### src/rtl/histogram_engine_if.sv
// Stream bundle for histogram_engine: packed-pixel input handshake and
// lane-summed bin readout handshake.
interface histogram_engine_if #(
   parameter int LANE_COUNT     = 4,
   parameter int BITS_PER_PIXEL = 8,
   parameter int BIN_COUNT      = 8,
   parameter int COUNT_WIDTH    = 16
);
   localparam int BIN_W = ($clog2(BIN_COUNT) > 0) ? $clog2(BIN_COUNT) : 1;

   logic                                 pix_valid;
   logic                                 pix_ready;
   logic [LANE_COUNT*BITS_PER_PIXEL-1:0] pix_data;
   logic                                 bin_valid;
   logic                                 bin_ready;
   logic [BIN_W-1:0]                     bin_index;
   logic [COUNT_WIDTH-1:0]               bin_count;

   modport master (
      output pix_valid, pix_data, bin_ready,
      input  pix_ready, bin_valid, bin_index, bin_count
   );

   modport slave (
      input  pix_valid, pix_data, bin_ready,
      output pix_ready, bin_valid, bin_index, bin_count
   );
endinterface

### src/rtl/histogram_engine.sv
// N-lane image histogram: per-lane counter banks fed by a two-stage bin/increment
// pipeline, followed by a saturating lane-summed readout stream.
module histogram_engine #(
   parameter int LANE_COUNT     = 4,
   parameter int BITS_PER_PIXEL = 8,
   parameter int BIN_COUNT      = 8,
   parameter int PIXEL_COUNT    = 16384,
   parameter int COUNT_WIDTH    = 16
) (
   input  logic               clock,
   input  logic               reset,
   input  logic               start,
   histogram_engine_if.slave  bus,
   output logic               busy,
   output logic               done,
   output logic               overflow
);
   localparam int BIN_W  = ($clog2(BIN_COUNT) > 0) ? $clog2(BIN_COUNT) : 1;
   localparam int SHIFT  = BITS_PER_PIXEL - $clog2(BIN_COUNT);
   localparam int BEATS  = PIXEL_COUNT / LANE_COUNT;
   localparam int BEAT_W = $clog2(BEATS + 1);
   localparam int SUM_W  = COUNT_WIDTH + $clog2(LANE_COUNT);
   localparam logic [COUNT_WIDTH-1:0] CNT_MAX = {COUNT_WIDTH{1'b1}};

   typedef enum logic [2:0] {
      ST_IDLE    = 3'd0,
      ST_CLEAR   = 3'd1,
      ST_ACCUM   = 3'd2,
      ST_DRAIN   = 3'd3,
      ST_READOUT = 3'd4,
      ST_DONE    = 3'd5
   } state_t;

   state_t                 state_r, state_next_s;
   logic [BEAT_W-1:0]      beat_r;
   logic                   stage1_valid_r;
   logic [BIN_W-1:0]       lane_bin_s [LANE_COUNT];
   logic [BIN_W-1:0]       lane_bin_r [LANE_COUNT];
   logic [COUNT_WIDTH-1:0] cnt_r      [LANE_COUNT][BIN_COUNT];
   logic [COUNT_WIDTH-1:0] cnt_next_s [LANE_COUNT][BIN_COUNT];
   logic                   sat_hit_s;
   logic [SUM_W-1:0]       sum_s;
   logic [COUNT_WIDTH-1:0] sum_sat_s;
   logic                   sum_over_s;
   logic [BIN_W-1:0]       bin_index_r, load_idx_s;
   logic [COUNT_WIDTH-1:0] bin_count_r;
   logic                   overflow_r;
   logic                   accept_s, last_beat_s, handshake_s, last_bin_s, load_s;

   assign accept_s    = bus.pix_valid && (state_r == ST_ACCUM);
   assign last_beat_s = accept_s && (beat_r == BEAT_W'(BEATS - 1));
   assign handshake_s = bus.bin_ready && (state_r == ST_READOUT);
   assign last_bin_s  = (bin_index_r == BIN_W'(BIN_COUNT - 1));
   assign load_s      = (state_r == ST_DRAIN) || (handshake_s && !last_bin_s);
   assign load_idx_s  = (state_r == ST_DRAIN) ? {BIN_W{1'b0}} : bin_index_r + BIN_W'(1'b1);

   // State register
   always_ff @(posedge clock) begin
      if (reset) begin
         state_r <= ST_IDLE;
      end else begin
         state_r <= state_next_s;
      end
   end

   // Next-state logic
   always_comb begin
      state_next_s = state_r;
      case (state_r)
         ST_IDLE:    if (start) state_next_s = ST_CLEAR; else state_next_s = ST_IDLE;
         ST_CLEAR:   state_next_s = ST_ACCUM;
         ST_ACCUM:   if (last_beat_s) state_next_s = ST_DRAIN; else state_next_s = ST_ACCUM;
         ST_DRAIN:   state_next_s = ST_READOUT;
         ST_READOUT: if (handshake_s && last_bin_s) state_next_s = ST_DONE;
                     else state_next_s = ST_READOUT;
         ST_DONE:    state_next_s = ST_IDLE;
         default:    state_next_s = ST_IDLE;
      endcase
   end

   // Status and handshake outputs decoded from the state register
   always_comb begin
      bus.pix_ready = 1'b0;
      bus.bin_valid = 1'b0;
      busy          = 1'b1;
      done          = 1'b0;
      case (state_r)
         ST_IDLE:    busy = 1'b0;
         ST_ACCUM:   bus.pix_ready = 1'b1;
         ST_READOUT: bus.bin_valid = 1'b1;
         ST_DONE:    done = 1'b1;
         default:    busy = 1'b1;
      endcase
   end

   // Stage 1: bin number is the top bits of each lane's pixel
   always_comb begin
      for (int l = 0; l < LANE_COUNT; l++) begin
         lane_bin_s[l] = BIN_W'(bus.pix_data[l*BITS_PER_PIXEL +: BITS_PER_PIXEL] >> SHIFT);
      end
   end

   always_ff @(posedge clock) begin
      if (reset) begin
         beat_r         <= {BEAT_W{1'b0}};
         stage1_valid_r <= 1'b0;
         for (int l = 0; l < LANE_COUNT; l++) lane_bin_r[l] <= {BIN_W{1'b0}};
      end else begin
         stage1_valid_r <= accept_s;
         if (state_r == ST_CLEAR) begin
            beat_r <= {BEAT_W{1'b0}};
         end else if (accept_s) begin
            beat_r <= beat_r + BEAT_W'(1'b1);
         end else begin
            beat_r <= beat_r;
         end
         if (accept_s) lane_bin_r <= lane_bin_s;
         else          lane_bin_r <= lane_bin_r;
      end
   end

   // Stage 2: saturating increment of each lane's own bank
   always_comb begin
      cnt_next_s = cnt_r;
      sat_hit_s  = 1'b0;
      if (state_r == ST_CLEAR) begin
         for (int l = 0; l < LANE_COUNT; l++)
            for (int b = 0; b < BIN_COUNT; b++)
               cnt_next_s[l][b] = {COUNT_WIDTH{1'b0}};
      end else if (stage1_valid_r) begin
         for (int l = 0; l < LANE_COUNT; l++) begin
            if (cnt_r[l][lane_bin_r[l]] == CNT_MAX) sat_hit_s = 1'b1;
            else cnt_next_s[l][lane_bin_r[l]] = cnt_r[l][lane_bin_r[l]] + COUNT_WIDTH'(1'b1);
         end
      end else begin
         cnt_next_s = cnt_r;
      end
   end

   always_ff @(posedge clock) begin
      if (reset) begin
         for (int l = 0; l < LANE_COUNT; l++)
            for (int b = 0; b < BIN_COUNT; b++)
               cnt_r[l][b] <= {COUNT_WIDTH{1'b0}};
      end else begin
         cnt_r <= cnt_next_s;
      end
   end

   // Sum uses next-cycle counter values so the final increment landing in DRAIN is seen
   always_comb begin
      sum_s = {SUM_W{1'b0}};
      for (int l = 0; l < LANE_COUNT; l++) begin
         sum_s = sum_s + SUM_W'(cnt_next_s[l][load_idx_s]);
      end
      if (sum_s > SUM_W'(CNT_MAX)) begin
         sum_over_s = 1'b1;
         sum_sat_s  = CNT_MAX;
      end else begin
         sum_over_s = 1'b0;
         sum_sat_s  = sum_s[COUNT_WIDTH-1:0];
      end
   end

   always_ff @(posedge clock) begin
      if (reset) begin
         bin_index_r <= {BIN_W{1'b0}};
         bin_count_r <= {COUNT_WIDTH{1'b0}};
      end else if (load_s) begin
         bin_index_r <= load_idx_s;
         bin_count_r <= sum_sat_s;
      end else begin
         bin_index_r <= bin_index_r;
         bin_count_r <= bin_count_r;
      end
   end

   always_ff @(posedge clock) begin
      if (reset) begin
         overflow_r <= 1'b0;
      end else if (state_r == ST_CLEAR) begin
         overflow_r <= 1'b0;
      end else if (sat_hit_s || (load_s && sum_over_s)) begin
         overflow_r <= 1'b1;
      end else begin
         overflow_r <= overflow_r;
      end
   end

   assign bus.bin_index = bin_index_r;
   assign bus.bin_count = bin_count_r;
   assign overflow      = overflow_r;
endmodule

### src/flat_wrapper.sv
// flat-port wrapper written by rule: the top's interface ports become plain ports
module histogram_engine_flat 
#(
   parameter int LANE_COUNT     = 4,
   parameter int BITS_PER_PIXEL = 8,
   parameter int BIN_COUNT      = 8,
   parameter int PIXEL_COUNT    = 16384,
   parameter int COUNT_WIDTH    = 16
)
  (clock, reset, start, busy, done, overflow, bus_pix_valid, bus_pix_data, bus_bin_ready, bus_pix_ready, bus_bin_valid, bus_bin_index, bus_bin_count);
  histogram_engine_if #(.LANE_COUNT(LANE_COUNT), .BITS_PER_PIXEL(BITS_PER_PIXEL), .BIN_COUNT(BIN_COUNT), .COUNT_WIDTH(COUNT_WIDTH)) bus_i ();
  input  logic clock;
  input  logic reset;
  input  logic start;
  output logic busy;
  output logic done;
  output logic overflow;
  input wire logic [$bits(bus_i.pix_valid)-1:0] bus_pix_valid;
  input wire logic [$bits(bus_i.pix_data)-1:0] bus_pix_data;
  input wire logic [$bits(bus_i.bin_ready)-1:0] bus_bin_ready;
  output wire logic [$bits(bus_i.pix_ready)-1:0] bus_pix_ready;
  output wire logic [$bits(bus_i.bin_valid)-1:0] bus_bin_valid;
  output wire logic [$bits(bus_i.bin_index)-1:0] bus_bin_index;
  output wire logic [$bits(bus_i.bin_count)-1:0] bus_bin_count;
  assign bus_i.pix_valid = bus_pix_valid;
  assign bus_i.pix_data = bus_pix_data;
  assign bus_i.bin_ready = bus_bin_ready;
  assign bus_pix_ready = bus_i.pix_ready;
  assign bus_bin_valid = bus_i.bin_valid;
  assign bus_bin_index = bus_i.bin_index;
  assign bus_bin_count = bus_i.bin_count;
  histogram_engine #(.LANE_COUNT(LANE_COUNT), .BITS_PER_PIXEL(BITS_PER_PIXEL), .BIN_COUNT(BIN_COUNT), .PIXEL_COUNT(PIXEL_COUNT), .COUNT_WIDTH(COUNT_WIDTH)) u_core (.clock(clock), .reset(reset), .start(start), .bus(bus_i), .busy(busy), .done(done), .overflow(overflow));
endmodule
### config.mk
export PLATFORM = sky130hd
export DESIGN_NAME = histogram_engine_flat
export DESIGN_NICKNAME = d
export VERILOG_FILES = /design/src/rtl/histogram_engine_if.sv /design/src/rtl/histogram_engine.sv /design/src/flat_wrapper.sv
export SDC_FILE = /design/constraint.sdc
export NUM_CORES = 2
export LEC_CHECK = 0
export CAP_MARGIN = 0
export CORE_MARGIN = 4
export CORE_UTILIZATION = 40
export CTS_CLUSTER_DIAMETER = 50
export DETAILED_ROUTE_END_ITERATION = 10
export PLACE_DENSITY = 0.58
export SYNTH_ARGS = -nofsm -noshare
export SYNTH_HDL_FRONTEND = slang
export SYNTH_SLANG_ARGS = --single-unit
export TNS_END_PERCENT = 20
### constraint.sdc
create_clock -name clock -period 9.3 [get_ports clock]
set_input_delay 0.93 -clock clock [delete_from_list [all_inputs] [get_ports clock]]
set_output_delay 0.93 -clock clock [all_outputs]
set_load 0.05 [all_outputs]
==> reports/metrics.yaml <==
finalNetCount: 3651
p_per_area_nw_per_um2: 160
syn_avg_cell_area_sq_um: 9.05
ir_drop_mv: 0.134
slowest_delay_ns: 0.51
tightest_slew_ns: 1.17
cts_hold_buffers: 0
fillers: 7740
grt_pass1_wl_mm: 172
cts_tree: "yes"
crit_start: "u_core.lane_bin_r[6]"
synthTopCellsByCount: "nor2_1, dfxtp_1, mux2i_1, nand2_1, clkbuf_1"
drtAntennaViolNets: 0
grt-ovfl-total: 0
clock_skew_ns: 0.0226
drt-pass1-iter-count: 8
cts_buffers: 77
yosysMostFrequentCell: "nor2_1"
reg2regPathDepth: 38
slew_violations: 0
reg2reg_to: "u_core.bus.bin_count[14]"
synth_top_area_share_pct: 35.1
hold_depth: 2
drtIter0Drc: 3107
pin_count: 61
drc: 0
wl_mm: 116
die_area_sq_um: 84500
routed_via_density: 5.98
routabilityCongestion: 0.894
fmaxAchievable_mhz: 116
worst_setup_path_end_kind: "register"
ys_ff_latch: 561
period_share_pct: 92.6
initial_core_util_pct: 40.4
antenna_found_initial: 3
yosysTopAreaCell: "dfxtp_1"
ys_async_sr_fraction_pct: 0
htreeDepth: 3
num_rows: 103
yosysWarnings: 0
drive_above_1_share_pct: 14.0
clkSlewWorstSetupHoldPaths_ns: 0.06
synth-edff-count: 0
syn_nets: 3629
maxCapViolations: 0
cp_slowest_cell: "fa_1"
die_w_microns: 291
synth-main-ff-cell: "dfxtp_1"
holdWs_ns: 0.473
dp_hpwl_mm: 77.0
design_area_sq_um: 36600
report.final.setup_viol: 0
chipHeight_microns: 291
ys_top_cells_by_area: "dfxtp_1, mux2i_1, nor2_1"
post_drt_wl_per_cell_microns: 24.8
crit_arrival_ns: 9.13
slew_headroom_pct: 21.8
grt_util_all_layers_pct: 26.3
status: "complete, no violations"
layout_min_cycle_time_ns: 8.61
timing.rr.start: "u_core.lane_bin_r[6]"
holdCritPathClass: "register to register"
path_class: "register to register"
leakagePower_nw: 14.2
start_kind: "register"
rsz0062_at_grt: "no"
min_to: "u_core.beat_r[12]"
r2r_setup_slack_ns: 0.69
io_buffers: 40
fin_tns_setup_ns: 0
crit_required_ns: 9.82
hold_start: "u_core.beat_r[12]"
worstSkewPairLatency_ns: 0.63
syn_area_sq_um: 32000
clockRootBuffer: "clkbuf_16"
postSynthCellCount: 3535
crit_top_cell: "o21ai_0"
grt_pass1_vias: 26800
clock_path_buffers: 3
cp_max_fo: 17
hold_viol_final: 0
ys_seq_area_share_pct: 35.1
core_area_sq_um: 79100
cts_num_sinks: 561
place_area_sq_um: 33800
ys_types: 101
area_growth_syn_to_layout_pct: 14.4
grt_max_degree: 240
vias: 27900
-- power breakdown --
part	switching, mW	total (mW)	internal (mW)
Sequential	0.0109	2.42	2.41
Combinational	0.245	0.331	0.0857
Clock	1.21	3.11	1.90
Total	1.46	5.86	4.40
-- how the worst max path moves through the flow --
stage                                    end  slack (ns)  cells past startpoint
detailed placement   u_core.bus.bin_count[7]        0.52                     38
CTS                  u_core.bus.bin_count[7]        0.49                     38
finish              u_core.bus.bin_count[14]        0.69                     38
floorplan           u_core.bus.bin_count[13]        1.07                     42
global route         u_core.bus.bin_count[8]        0.01                     38
global placement    u_core.bus.bin_count[14]        0.60                     36
-- critical path: cells and delay by family, from the launching register on --
family                     cells  cell delay [ns]
muxes                          3             0.53
DFF                            1             0.46
xor gates and xnor gates       1             0.20
AOI/OAI and AO/OA             15             3.48
buffers and inverters          6             1.06
adders and majority gates      4             1.33
and+or+nand+nor                9             1.40
-- repair_timing --
item | in CTS | in global routing
endpoints found under the setup margin | 0 | 17
buffers inserted | 0 | 2
resized for setup | 0 | 8
-- metal layers --
layer  GRT usage [%]  wire length (microns)  up-vias
met3            5.65                  10200      228
met1            36.0                  49900    13700
met5               0                      0        -
met4            9.57                   4300        0
met2            41.1                  51400     1217
li1                -                      -    12800
-- stage by stage --
| step | setup slack (ns) | total power [mW] | instances | utilization [%] |
|---|---|---|---|---|
| floorplan | 1.07 | 2.67 | 3535 | - |
| global placement | 0.605 | 2.80 | 4526 | 42.8 |
| detailed placement | 0.525 | 2.80 | 4526 | 42.8 |
| CTS | 0.485 | 5.89 | 4667 | 46.2 |
| global route | 0.0145 | 6.01 | 4669 | 46.2 |
| finish | 0.686 | 5.86 | 4672 | 46.2 |
-- area by class of cell --
class | instances | area [sq um] | share of cell area [%]
repair buffers | 206 | 1780 | 4.88
flip-flops and latches | 561 | 11200 | 30.8
multi-input cells | 2649 | 19300 | 52.8
clock buffers | 101 | 2190 | 5.99
diodes | 3 | 7.51 | 0.0205
inverters | 62 | 233 | 0.636
well taps | 1050 | 1310 | 3.59
clock inverters | 40 | 492 | 1.34
-- cells in the final DEF (no fill, tap or decap), drive strengths merged, types with 26 or more instances in the layout --
master / instances
nor2: 655
dfxtp: 561
mux2i: 517
nand2: 244
buf: 167
o21ai: 123
a21oi: 119
mux4: 106
clkbuf: 101
o22ai: 91
nand3: 76
nor3: 68
inv: 68
xnor2: 55
nor2b: 47
mux2: 45
ha: 39
clkdlybuf4s50: 39
a211oi: 39
xor2: 38
a31oi: 35
o221ai: 26
-- flip-flops by register name, indices dropped and copies added, names as in the netlist --
name                   cells
u_core.beat_r             13
u_core.bus.bin_count      16
u_core.bus.bin_index       3
u_core.cnt_r             512
u_core.lane_bin_r         12
u_core.overflow            1
u_core.stage1_valid_r      1
u_core.state_r             3
-- cells by family after synthesis --
logic type,share of synthesized area (%)
and+or+nand+nor,17.0
muxes,25.3
AOI/OAI and AO/OA,12.5
DFF,35.1
buffers and inverters,4.87
xor gates and xnor gates,2.57
adders and majority gates,2.65
No activity file was read; power rests on OpenSTA's default activity.
